**config.mk**
```make
export PLATFORM = sky130hd
export DESIGN_NAME = det3_seq_flat
export DESIGN_NICKNAME = d
export VERILOG_FILES = /design/src/rtl/det3_seq_if.sv /design/src/rtl/det3_seq.sv /design/src/flat_wrapper.sv
export SDC_FILE = /design/constraint.sdc
export NUM_CORES = 1
export LEC_CHECK = 0
export ABC_AREA = 0
export BUFFER_PORTS_ARGS = -buffer_cell sky130_fd_sc_hd__buf_2
export CORE_ASPECT_RATIO = 1.25
export CORE_MARGIN = 5
export CORE_UTILIZATION = 42
export CTS_CLUSTER_SIZE = 24
export DETAILED_ROUTE_END_ITERATION = 10
export MAX_ROUTING_LAYER = met4
export PLACE_DENSITY = 0.7
export REMOVE_ABC_BUFFERS = 1
export SYNTH_ARGS = -nofsm -noshare
export SYNTH_HDL_FRONTEND = slang
export SYNTH_SLANG_ARGS = --single-unit
```
**constraint.sdc**
```tcl
create_clock -name clk -period 7.6 [get_ports clk]
set_input_delay 1.52 -clock clk [delete_from_list [all_inputs] [get_ports clk]]
set_output_delay 1.52 -clock clk [all_outputs]
set_load 0.02 [all_outputs]
```
**src/rtl/det3_seq_if.sv**
```systemverilog
// Streaming port bundle for det3_seq: element input channel and determinant
// result channel, both valid/ready.
interface det3_seq_if #(
    parameter int W = 4
);
    logic           in_valid;
    logic           in_ready;
    logic [W-1:0]   in_data;
    logic           out_valid;
    logic           out_ready;
    logic [3*W+2:0] out_det;
    logic           out_zero;

    modport master (
        output in_valid, in_data, out_ready,
        input  in_ready, out_valid, out_det, out_zero
    );

    modport slave (
        input  in_valid, in_data, out_ready,
        output in_ready, out_valid, out_det, out_zero
    );
endinterface

```
**src/rtl/det3_seq.sv**
```systemverilog
// Sequential 3x3 determinant engine: loads nine row-major elements, expands by
// cofactors through one shared multiplier, then holds the result until taken.
module det3_seq #(
    parameter int W      = 4,
    parameter bit SIGNED = 1'b0
) (
    input  logic      clk,
    input  logic      rst,
    det3_seq_if.slave io,
    output logic      busy
);
    localparam int MW = 2 * W + 2;
    localparam int AW = 3 * W + 3;

    typedef enum logic [1:0] {LOAD, CALC, DONE} state_t;

    state_t               state;
    logic [3:0]           cnt;
    logic [3:0]           step;
    logic [W-1:0]         elem [9];
    logic signed [MW-1:0] m0, m1, m2;
    logic signed [AW-1:0] acc;
    logic signed [W:0]    mul_x;
    logic signed [MW-1:0] mul_y;
    logic signed [AW-1:0] prod;

    function automatic logic signed [W:0] ext(input logic [W-1:0] v);
        return SIGNED ? {v[W-1], v} : {1'b0, v};
    endfunction

    function automatic logic signed [MW-1:0] wide(input logic signed [W:0] v);
        return {{(W+1){v[W]}}, v};
    endfunction

    // NOTE: element slots carry no reset; every slot is rewritten before CALC reads it.
    always_ff @(posedge clk) begin
        if (!rst && state == LOAD && io.in_valid)
            elem[cnt] <= io.in_data;
    end

    // Operand select per step; slots are a0 b1 c2 d3 e4 f5 g6 h7 i8.
    // NOTE: defaults first so no path through the case leaves a signal unassigned (no latch).
    always_comb begin
        mul_x = '0;
        mul_y = '0;
        case (step)
            4'd0: begin mul_x = ext(elem[4]); mul_y = wide(ext(elem[8])); end
            4'd1: begin mul_x = ext(elem[5]); mul_y = wide(ext(elem[7])); end
            4'd2: begin mul_x = ext(elem[3]); mul_y = wide(ext(elem[8])); end
            4'd3: begin mul_x = ext(elem[5]); mul_y = wide(ext(elem[6])); end
            4'd4: begin mul_x = ext(elem[3]); mul_y = wide(ext(elem[7])); end
            4'd5: begin mul_x = ext(elem[4]); mul_y = wide(ext(elem[6])); end
            4'd6: begin mul_x = ext(elem[0]); mul_y = m0; end
            4'd7: begin mul_x = ext(elem[1]); mul_y = m1; end
            4'd8: begin mul_x = ext(elem[2]); mul_y = m2; end
            default: ;
        endcase
    end

    assign prod = AW'(mul_x) * AW'(mul_y);

    // NOTE: all state and registered outputs use non-blocking assignments.
    always_ff @(posedge clk) begin
        if (rst) begin
            state        <= LOAD;
            cnt          <= '0;
            step         <= '0;
            m0           <= '0;
            m1           <= '0;
            m2           <= '0;
            acc          <= '0;
            io.in_ready  <= 1'b1;
            io.out_valid <= 1'b0;
            io.out_det   <= '0;
            io.out_zero  <= 1'b0;
            busy         <= 1'b0;
        end else begin
            case (state)
                LOAD: begin
                    if (io.in_valid) begin
                        if (cnt == 4'd8) begin
                            cnt         <= '0;
                            step        <= '0;
                            state       <= CALC;
                            io.in_ready <= 1'b0;
                            busy        <= 1'b1;
                        end else begin
                            cnt <= cnt + 4'd1;
                        end
                    end
                end
                CALC: begin
                    step <= step + 4'd1;
                    case (step)
                        4'd0: m0  <= prod[MW-1:0];
                        4'd1: m0  <= m0 - prod[MW-1:0];
                        4'd2: m1  <= prod[MW-1:0];
                        4'd3: m1  <= m1 - prod[MW-1:0];
                        4'd4: m2  <= prod[MW-1:0];
                        4'd5: m2  <= m2 - prod[MW-1:0];
                        4'd6: acc <= prod;
                        4'd7: acc <= acc - prod;
                        4'd8: acc <= acc + prod;
                        // Extra step registers the finished sum onto the output port.
                        4'd9: begin
                            io.out_det   <= acc;
                            io.out_zero  <= (acc == '0);
                            io.out_valid <= 1'b1;
                            step         <= '0;
                            state        <= DONE;
                        end
                        default: ;
                    endcase
                end
                DONE: begin
                    if (io.out_ready) begin
                        io.out_valid <= 1'b0;
                        io.in_ready  <= 1'b1;
                        busy         <= 1'b0;
                        state        <= LOAD;
                    end
                end
                default: state <= LOAD;
            endcase
        end
    end
endmodule

```
**src/flat_wrapper.sv**
```systemverilog
// flat-port wrapper written by rule: the top's interface ports become plain ports
module det3_seq_flat 
#(
    parameter int W      = 4,
    parameter bit SIGNED = 1'b0
)
  (clk, rst, busy, io_in_valid, io_in_data, io_out_ready, io_in_ready, io_out_valid, io_out_det, io_out_zero);
  det3_seq_if #(.W(W)) io_i ();
  input  logic clk;
  input  logic rst;
  output logic busy;
  input wire logic [$bits(io_i.in_valid)-1:0] io_in_valid;
  input wire logic [$bits(io_i.in_data)-1:0] io_in_data;
  input wire logic [$bits(io_i.out_ready)-1:0] io_out_ready;
  output wire logic [$bits(io_i.in_ready)-1:0] io_in_ready;
  output wire logic [$bits(io_i.out_valid)-1:0] io_out_valid;
  output wire logic [$bits(io_i.out_det)-1:0] io_out_det;
  output wire logic [$bits(io_i.out_zero)-1:0] io_out_zero;
  assign io_i.in_valid = io_in_valid;
  assign io_i.in_data = io_in_data;
  assign io_i.out_ready = io_out_ready;
  assign io_in_ready = io_i.in_ready;
  assign io_out_valid = io_i.out_valid;
  assign io_out_det = io_i.out_det;
  assign io_out_zero = io_i.out_zero;
  det3_seq #(.W(W), .SIGNED(SIGNED)) u_core (.clk(clk), .rst(rst), .io(io_i), .busy(busy));
endmodule
```
# [Word level (Yosys, flattened, before mapping)]
# Memory sizes are Yosys's and may differ from the RTL's.
# Cells that the tools add are included.
[word_totals] reg_bits=74 latchBits=0 ram_bits=36 rom_bits=0 inputBits=8 output_inout_bits=19 wordCells=94 memories=1
[memory_table] name="u_core.elem" depth=9 word_bits=4 read_ports=9 rd_clocked_by_memory_dff=0 write_ports=1 line="det3_seq.sv:20" source="logic [W-1:0] elem [9];"
[op_classes] n_addsub=7 n_mul=1 n_div=0 n_lt_le_gt_ge=0 eq_ne=16 shift=0 n_mux=28 n_bitwise=0 reduce_logical=29
[op_table] cell="one-hot mux 10 bit (2 select lines)" count=3
[op_table] cell="one-hot mux 10 bit (6 select lines)" count=1
[op_table] cell="one-hot mux 15 bit (3 select lines)" count=1
[op_table] cell="subtractor 10 bit" count=3
[op_table] cell="one-hot mux 4 bit (6 select lines)" count=1
[op_table] cell="== test 4 x 3 -> 1 bit (second input constant)" count=4
[op_table] cell="two-way mux 4 bit" count=4
[op_table] cell="adder 15 bit" count=1
[op_table] cell="zero test 15 bit" count=1
[op_table] cell="multiplier 5 x 10 -> 15 bit" count=1
[op_table] cell="subtractor 15 bit" count=1
[op_table] cell="== test 4 bit (second input constant)" count=3
[op_table] cell="AND reduction 2 bit" count=6
[op_table] cell="nonzero test 2 bit" count=6
[op_table] cell="OR reduction 2 bit" count=6
[op_table] cell="two-way mux 1 bit" count=9
[op_table] cell="adder 4 x 1 -> 4 bit (second input constant)" count=2
[op_table] cell="== test 4 x 2 -> 1 bit (second input constant)" count=2
[op_table] cell="two-way mux 2 bit" count=4
[op_table] cell="inequality test 2 bit (second input constant)" count=4
[op_table] cell="one-hot mux 4 bit (2 select lines)" count=1
[op_table] cell="AND reduction 4 bit" count=2
[op_table] cell="one-hot mux 1 bit (2 select lines)" count=3
[op_table] cell="one-hot mux 2 bit (3 select lines)" count=1
[op_table] cell="other kinds (9)" count=11

# [Logic depth before layout (Yosys ltp)]
# Gate-level depths: netlist of the first run.
[logic_depth] word_depth=6 ltp_mapped=33 mapped_depth_nobuf=31

# [Worst setup path after synthesis of the first run]
# OpenSTA, ideal clock, no wires.
[synth_path] path_kind="reg2reg" start="reg u_core.step[3]" end="reg u_core.acc[14]" setup_ns=0.131 arrival_ns=7.155 required_ns=7.469 setup_slack_ns=0.313 path_stages_with_launch=30 path_buffers=2 synth_period_minus_slack_ns=7.287 cell_sequence="dfxtp_1 > clkbuf_1 > nor3_1 > a22o_1 > a221o_1 > a21oi_1 > nor2_1 > ha_1 > inv_1 > fa_1 > fa_1 > inv_1 > ha_1 > nor2b_1 > o21ai_0 > or3b_2 > and2_1 > clkbuf_1 > nor2_1 > a41o_1 > xor2_1 > ha_1 > a2111oi_0 > o31ai_1 > a41oi_1 > o41ai_2 > and4_1 > o21a_1 > o311ai_2 > o41ai_2"
[synth_between] elab_chain_len=6 word_cells_on_any_way=23 cone_classes="add/sub (2); mul (1); eq/ne (8); mux (3); reduce/logical (9)"
[synth_rtl] element="start: declaration" line="det3_seq.sv:19" source="logic [3:0] step;"
[synth_rtl] element="start signal: assignment" line="det3_seq.sv:93" source="step <= step + 4'd1;"
[synth_rtl] element="== test 4 x 3 -> 1 bit, or another cell as far along" line="det3_seq.sv:46" source="case (step)"
[synth_rtl] element="OR reduction 2 bit (no line)"
[synth_rtl] element="one-hot mux 4 bit (6 select lines) / one-hot mux 10 bit (6 select lines) (equally long branches)" line="det3_seq.sv:46"
[synth_rtl] element="multiplier 5 x 10 -> 15 bit" line="det3_seq.sv:60" source="assign prod = AW'(mul_x) * AW'(mul_y);"
[synth_rtl] element="adder 15 bit / subtractor 15 bit (equally long branches)" line="det3_seq.sv:103, det3_seq.sv:102"
[synth_rtl] element="one-hot mux 15 bit (3 select lines)" line="det3_seq.sv:94" source="case (step)"
[synth_rtl] element="end signal: assignment" line="det3_seq.sv:101" source="4'd6: acc <= prod;"
[synth_rtl] element="end signal: assignment" line="det3_seq.sv:102" source="4'd7: acc <= acc - prod;"
[synth_rtl] element="end signal: assignment" line="det3_seq.sv:103" source="4'd8: acc <= acc + prod;"
[synth_rtl] element="end: declaration" line="det3_seq.sv:22" source="logic signed [AW-1:0] acc;"
# Several ways; a longest one is shown, not always the timed one.
# A chain may end at the register's enable or synchronous reset.

# [Worst setup path after layout of the first run]
[layout_path] start="reg u_core.step[2]" end="reg u_core.acc[14]"
# Same word-level chain as after synthesis.

==> results of run 1 <==
## power by group
group / leakage (nW) / switching, mW / internal, mW
Sequential: 0.923 / 0.00225 / 0.609
Combinational: 2.90 / 0.0215 / 0.00861
Clock: 0.125 / 0.227 / 0.224
## worst reg2reg max path: cells and delay by family, from the launching register on
| kind | cells | cell delay [ns] |
|---|---|---|
| compound gates | 12 | 2.20 |
| buf+inv | 4 | 0.43 |
| flops | 1 | 0.39 |
| simple gates | 8 | 1.81 |
| fa+ha+maj | 5 | 1.98 |
| xor+xnor | 1 | 0.25 |
## cell type report
cell class / instances / area share
clock inverter: 5 / 0.003672
inverter: 77 / 0.03029
clock buffer: 11 / 0.02439
sequential: 110 / 0.2692
tap: 270 / 0.03541
multi-input combinational: 801 / 0.5963
timing repair buffer: 60 / 0.04078
## stage by stage
step           total power [mW]  worst slack [ns]
2_1_floorplan            0.6385           0.09745
3_3_place_gp             0.6549            0.3841
3_5_place_dp             0.6553            0.2136
4_1_cts                   1.099            0.1825
5_1_grt                   1.127         0.0009948
6_report                  1.092            0.4159
## worst paths after layout
path	from	to	slack, ns	cells past startpoint
max	u_core.step[2]$_SDFFE_PP0P_	u_core.acc[14]$_SDFFE_PP0P_	0.42	30
min reg2reg	u_core.io.out_det[9]$_SDFFE_PP0P_	u_core.io.out_det[9]$_SDFFE_PP0P_	0.45	2
max reg2reg	u_core.step[2]$_SDFFE_PP0P_	u_core.acc[14]$_SDFFE_PP0P_	0.42	30
min	u_core.io.out_det[9]$_SDFFE_PP0P_	u_core.io.out_det[9]$_SDFFE_PP0P_	0.45	2
## cells by family (layout without fill, tap and decap cells)
group,Yosys count,count (layout)
compound gates,279,279
xor+xnor,56,56
fa+ha+maj,101,101
buf+inv,118,153
flops,110,110
mux,10,10
simple gates,355,355
## routing by layer
metal / global-route usage / routed length, um / vias up
met1: 0.2366 / 9693 / 3604
met2: 0.3375 / 10900 / 266
met5: - / 0 / -
met3: 0.02333 / 1178 / 70
li1: - / - / 3743
met4: 0.07950 / 911 / 0
## synthesized netlist by cell type (12+ instances only)
cell type | instances | area [sq um]
sky130_fd_sc_hd__a211oi_1 | 12 | 90.09
sky130_fd_sc_hd__a21o_1 | 14 | 105.1
sky130_fd_sc_hd__a21oi_1 | 92 | 460.4
sky130_fd_sc_hd__a22oi_1 | 12 | 90.09
sky130_fd_sc_hd__clkbuf_1 | 35 | 131.4
sky130_fd_sc_hd__dfxtp_1 | 74 | 1481
sky130_fd_sc_hd__edfxtp_1 | 36 | 1081
sky130_fd_sc_hd__fa_1 | 25 | 500.5
sky130_fd_sc_hd__ha_1 | 76 | 950.9
sky130_fd_sc_hd__inv_1 | 75 | 281.5
sky130_fd_sc_hd__nand2_1 | 111 | 416.7
sky130_fd_sc_hd__nor2_1 | 116 | 435.4
sky130_fd_sc_hd__nor2b_1 | 12 | 75.07
sky130_fd_sc_hd__nor3_1 | 27 | 135.1
sky130_fd_sc_hd__o21ai_0 | 38 | 190.2
sky130_fd_sc_hd__xnor2_1 | 39 | 341.6
sky130_fd_sc_hd__xor2_1 | 15 | 131.4
## registers in the layout (all words and copies together) (netlist names)
| register | cells |
|---|---|
| u_core.acc | 15 |
| u_core.busy | 1 |
| u_core.cnt | 4 |
| u_core.elem | 36 |
| u_core.io.in_ready | 1 |
| u_core.io.out_det | 15 |
| u_core.io.out_valid | 1 |
| u_core.io.out_zero | 1 |
| u_core.m0 | 10 |
| u_core.m1 | 10 |
| u_core.m2 | 10 |
| u_core.state | 2 |
| u_core.step | 4 |
## timing repair
item	4_1_cts	5_1_grt
setup buffers	0	3
setup endpoints to repair	0	1
hold endpoints to repair	0	0
resized for setup	0	16
==> flow_metrics.env, run 1 <==
export IMPL_status="finished, final reports clean"
export IMPL_drtPass1Iterations=5
export IMPL_postCtsHoldBufs=0
export IMPL_arrival_ns=7.41
export IMPL_clock_tree_sinks=110
export IMPL_post_synth_mux_area_share=0.01200
export IMPL_cellPowerDensity_nw_per_um2=114.4
export IMPL_synth_ff_type="sky130_fd_sc_hd__dfxtp_1"
export IMPL_num_io_pins=27
export IMPL_cp_end_kind="register"
export IMPL_multi_input_comb_area_sq_um=5689
export IMPL_rsz0062_at_grt="no"
export IMPL_finalWirelength_um=22680
export IMPL_synthToLayoutAreaGrowth_pct=10.28
export IMPL_layout_nets=1168
export IMPL_post_synth_xor_area_fraction=0.05842
export IMPL_maxClockFrequency_mhz=139.2
export IMPL_layoutNonFillerInstCount=1334
export IMPL_floorplan_row_count=58
export IMPL_initial_antenna_violation_count=0
export IMPL_final_antenna_net_count=0
export IMPL_core_area_sq_um=20170
export IMPL_setup_viol_count_final=0
export IMPL_routed_via_count=7683
export IMPL_synth_edf_count=36
export IMPL_crit_slowest_cell="sky130_fd_sc_hd__fa_1"
export IMPL_crit_buf_inv=4
export IMPL_postSynth_asyncResetShare=0
export IMPL_insertion_delay_ns=0.36
export IMPL_layout_common_cells="sky130_fd_sc_hd__nor2_1, sky130_fd_sc_hd__nand2_1, sky130_fd_sc_hd__a21oi_1"
export IMPL_timing_hold_violations_final=0
export IMPL_vias_in_the_first_global_route=7370
export IMPL_critical_path_startpoint_type="register"
export IMPL_final_design_area_no_fill_sq_um=9542
export IMPL_fin_hold_ws_ns=0.4513
export IMPL_seqCellArea_sq_um=2569
export IMPL_post_route_drc=0
export IMPL_yosys_warnings=0
export IMPL_period_utilization=0.9453
export IMPL_final_util=0.4730
export IMPL_floorplan_initialDensity=0.4289
export IMPL_worst_setup_path_type="register to register"
export IMPL_cts_tree="built"
export IMPL_htree_levels=3
export IMPL_antenna_cells_inserted=0
export IMPL_gr_usage_all_layers=0.1968
export IMPL_fp_dieArea_sq_um=23590
export IMPL_tightestPinTransition_ns=0.9092
export IMPL_cts_clk_slew_worst_paths_ns=0.08
export IMPL_deepest_clock_path_buffer_count=2
export IMPL_biggest_fanout_along_the_worst_timing_path=12
export IMPL_die_height_um=170.5
export IMPL_dpl_cell_count=1315
export IMPL_routabilityCongestion=0.9390
export IMPL_place_area_sq_um=9188
export IMPL_synth_cell_types=81
export IMPL_hp_class="register to register"
export IMPL_mostFrequentLayoutCell="sky130_fd_sc_hd__nor2_1"
export IMPL_vdd_ir_drop_max_mv=0.09735
export IMPL_drive_gt1_frac=0.1100
export IMPL_tns_ns=0
export IMPL_synth_compound_area_frac=0.2182
export IMPL_cts_root_buf="sky130_fd_sc_hd__clkbuf_16"
export IMPL_detailedRoute_firstIterationViolations=579
export IMPL_fin_skew_ns=0.01138
export IMPL_grt_overflow_total=0
export IMPL_finalWorstPathRequiredPeriod_ns=7.184
export IMPL_vias_per_cell=5.759
export IMPL_synthSimpleGateAreaFrac=0.1949
export IMPL_cts_buffers_inserted=9
export IMPL_timing_critical_path_mode_cell="sky130_fd_sc_hd__ha_1"
export IMPL_cpPeakStageDelay_ns=0.55
export IMPL_largest_net_degree_at_the_start_of_global_routing=69
export IMPL_portBuffers=26
export IMPL_synth_seq_area_share=0.2962
export IMPL_timing_max_cap_violations=0
export IMPL_chipWidth_um=138.4
export IMPL_synth_cell_area_sq_um=8652
export IMPL_slew_limit_headroom=0.3898
export IMPL_final_max_slew_violation_count=0
export IMPL_syn_inst=1029
export IMPL_synth_top_family_by_area="compound AO/OA/AOI/OAI gates"
export IMPL_total_leakage_power_nw=3.947
export IMPL_critical_path_required_ns=7.83
export IMPL_dpl_hpwl_um=17090
export IMPL_drt_wirelength_per_cell_um=17.00
export IMPL_post_synth_cell_area_avg_sq_um=8.408
export IMPL_grt_pass1_wl_um=37080
export IMPL_yosys_area_share_adder=0.1678
export IMPL_num_fill_cells=1955
export IMPL_postSynthRegisterBits=110
export IMPL_cell_class_contributing_the_biggest_share_of_worst_path_delay="compound AO/OA/AOI/OAI gates"
Power figures use the tool's default switching activity.
==> run 2, diff against run 1 <==
==> constraint.sdc (replaced) <==
create_clock -name clk -period 7.6 [get_ports clk]
set_input_delay 0 -clock clk [delete_from_list [all_inputs] [get_ports clk]]
set_output_delay 0 -clock clk [all_outputs]
set_load 0.02 [all_outputs]
==> flow_metrics.env, run 2 (synthesized netlist as in run 1, its figures left out) <==
export IMPL_htree_levels=3
export IMPL_initial_antenna_violation_count=0
export IMPL_gr_usage_all_layers=0.1975
export IMPL_timing_hold_violations_final=0
export IMPL_top_register="u_core.elem"
export IMPL_final_antenna_net_count=0
export IMPL_rsz0062_at_grt="no"
export IMPL_crit_slowest_cell="sky130_fd_sc_hd__fa_1"
export IMPL_biggest_fanout_along_the_worst_timing_path=12
export IMPL_largest_net_degree_at_the_start_of_global_routing=69
export IMPL_fin_skew_ns=0.01203
export IMPL_finalWorstPathRequiredPeriod_ns=7.200
export IMPL_worst_setup_path_type="register to register"
export IMPL_grt_overflow_total=0
export IMPL_place_area_sq_um=9188
export IMPL_critical_path_startpoint_type="register"
export IMPL_synthToLayoutAreaGrowth_pct=10.86
export IMPL_worst_r2r_endpoint="u_core.acc[14]$_SDFFE_PP0P_"
export IMPL_largest_reg_flops=36
export IMPL_num_fill_cells=1948
export IMPL_chipWidth_um=138.4
export IMPL_final_max_slew_violation_count=0
export IMPL_reg2regPathDepth=30
export IMPL_r2r_slack_ns=0.40
export IMPL_grt_most_used_layer="met2"
export IMPL_fp_dieArea_sq_um=23590
export IMPL_final_design_area_no_fill_sq_um=9592
export IMPL_vias_per_cell=5.712
export IMPL_cellPowerDensity_nw_per_um2=113.9
export IMPL_critical_path_required_ns=7.82
export IMPL_period_utilization=0.9473
export IMPL_core_area_sq_um=20170
export IMPL_seqCellArea_sq_um=2569
export IMPL_cts_clk_slew_worst_paths_ns=0.08
export IMPL_dpl_hpwl_um=17090
export IMPL_grt_util_met3=0.02333
export IMPL_drt_wirelength_per_cell_um=16.91
export IMPL_setup_viol_count_final=0
export IMPL_fraction_of_met1_tracks_used_by_global_routing=0.2377
export IMPL_reg_top3="u_core.elem x36, u_core.acc x15, u_core.io.out_det x15"
export IMPL_clock_tree_sinks=110
export IMPL_post_route_drc=0
export IMPL_routed_via_count=7648
export IMPL_timing_critical_path_from="u_core.step[2]$_SDFFE_PP0P_"
export IMPL_cts_root_buf="sky130_fd_sc_hd__clkbuf_16"
export IMPL_maxClockFrequency_mhz=138.9
export IMPL_cpPeakStageDelay_ns=0.55
export IMPL_die_height_um=170.5
export IMPL_grt_pass1_wl_um=37210
export IMPL_insertion_delay_ns=0.36
export IMPL_floorplan_row_count=58
export IMPL_antenna_cells_inserted=0
export IMPL_num_io_pins=27
export IMPL_routabilityCongestion=0.9390
export IMPL_cp_end_kind="register"
export IMPL_portBuffers=26
export IMPL_finalWirelength_um=22640
export IMPL_detailedRoute_firstIterationViolations=588
export IMPL_setup_worst_path_end="u_core.acc[14]$_SDFFE_PP0P_"
export IMPL_tns_ns=0
export IMPL_timing_critical_path_mode_cell="sky130_fd_sc_hd__ha_1"
export IMPL_total_leakage_power_nw=3.968
export IMPL_drtPass1Iterations=5
export IMPL_floorplan_initialDensity=0.4289
export IMPL_cts_buffers_inserted=9
export IMPL_met2_capacity_usage_during_global_routing=0.3388
export IMPL_status="finished, final reports clean"
export IMPL_slew_limit_headroom=0.3845
export IMPL_multi_input_comb_area_sq_um=5689
export IMPL_vias_in_the_first_global_route=7407
export IMPL_tightestPinTransition_ns=0.9171
export IMPL_deepest_clock_path_buffer_count=2
export IMPL_mostFrequentLayoutCell="sky130_fd_sc_hd__nor2_1"
export IMPL_launch_instance_of_the_worst_register_to_register_path="u_core.step[2]$_SDFFE_PP0P_"
export IMPL_timing_max_cap_violations=0
export IMPL_layout_common_cells="sky130_fd_sc_hd__nor2_1, sky130_fd_sc_hd__nand2_1, sky130_fd_sc_hd__a21oi_1"
export IMPL_layout_nets=1173
export IMPL_arrival_ns=7.42
export IMPL_drive_gt1_frac=0.1094
export IMPL_hp_class="input pin to register"
export IMPL_vdd_ir_drop_max_mv=0.09572
export IMPL_cts_tree="built"
-- run 2: worst min-delay path by stage --
stage,startpoint,to,slack [ns],cells after the start
after global placement,io_out_ready,u_core.state[1]$_SDFFE_PP0P_,0.30,4
after detailed placement,io_out_ready,u_core.state[1]$_SDFFE_PP0P_,0.31,4
after global routing,io_in_valid,u_core.cnt[0]$_SDFFE_PP0P_,0.25,4
final,io_in_valid,u_core.cnt[0]$_SDFFE_PP0P_,0.20,4
after CTS,io_in_valid,u_core.cnt[0]$_SDFFE_PP0P_,0.20,4
after floorplan,rst,u_core.acc[2]$_SDFFE_PP0P_,0.07,1
-- run 2: through the flow --
step / total power [mW] / util / worst slack [ns] / hold slack (ns) / std cells
after floorplan: 0.6385 / - / 0.09745 / 0.06907 / 988
after global placement: 0.6549 / 0.4554 / 0.3841 / 0.3040 / 1315
after detailed placement: 0.6553 / 0.4554 / 0.2136 / 0.3075 / 1315
after CTS: 1.100 / 0.4712 / 0.1825 / 0.1967 / 1336
after global routing: 1.129 / 0.4754 / 0.001124 / 0.2487 / 1339
final: 1.093 / 0.4754 / 0.4005 / 0.1963 / 1339
-- run 2: what timing repair did --
| item | in CTS | in global routing |
|---|---|---|
| endpoints found under the hold margin | 39 | 0 |
| gates resized for setup | 0 | 16 |
| setup endpoints to repair | 0 | 1 |
| setup buffers | 0 | 3 |
| hold buffers | 5 | 0 |
-- run 2: cell type report --
cell class	count	area share
Inverter	77	0.03013
Timing Repair Buffer	65	0.04579
Sequential cell	110	0.2678
Multi-Input combinational cell	801	0.5931
Clock inverter	5	0.003652
Clock buffer	11	0.02426
Tap cell	270	0.03522
-- run 2: report_power, final --
group / internal (mW) / switching (mW)
logic: 0.0103 / 0.0219
registers: 0.609 / 0.00226
clock network: 0.224 / 0.226
total: 0.843 / 0.250
-- run 2: worst max-delay path, delay by kind of cell, from the launching register on --
kind            cells  cell delay, ns
simple gates        8            1.79
xor+xnor            1            0.26
flops               1            0.39
buf+inv             4            0.43
compound gates     12            2.19
fa+ha+maj           5            1.99
-- run 2: metal layers --
layer / routed length [um] / vias up
met3: 1155 / 63
met2: 10880 / 238
li1: - / 3750
met5: 0 / -
met1: 9686 / 3597
met4: 921 / 0
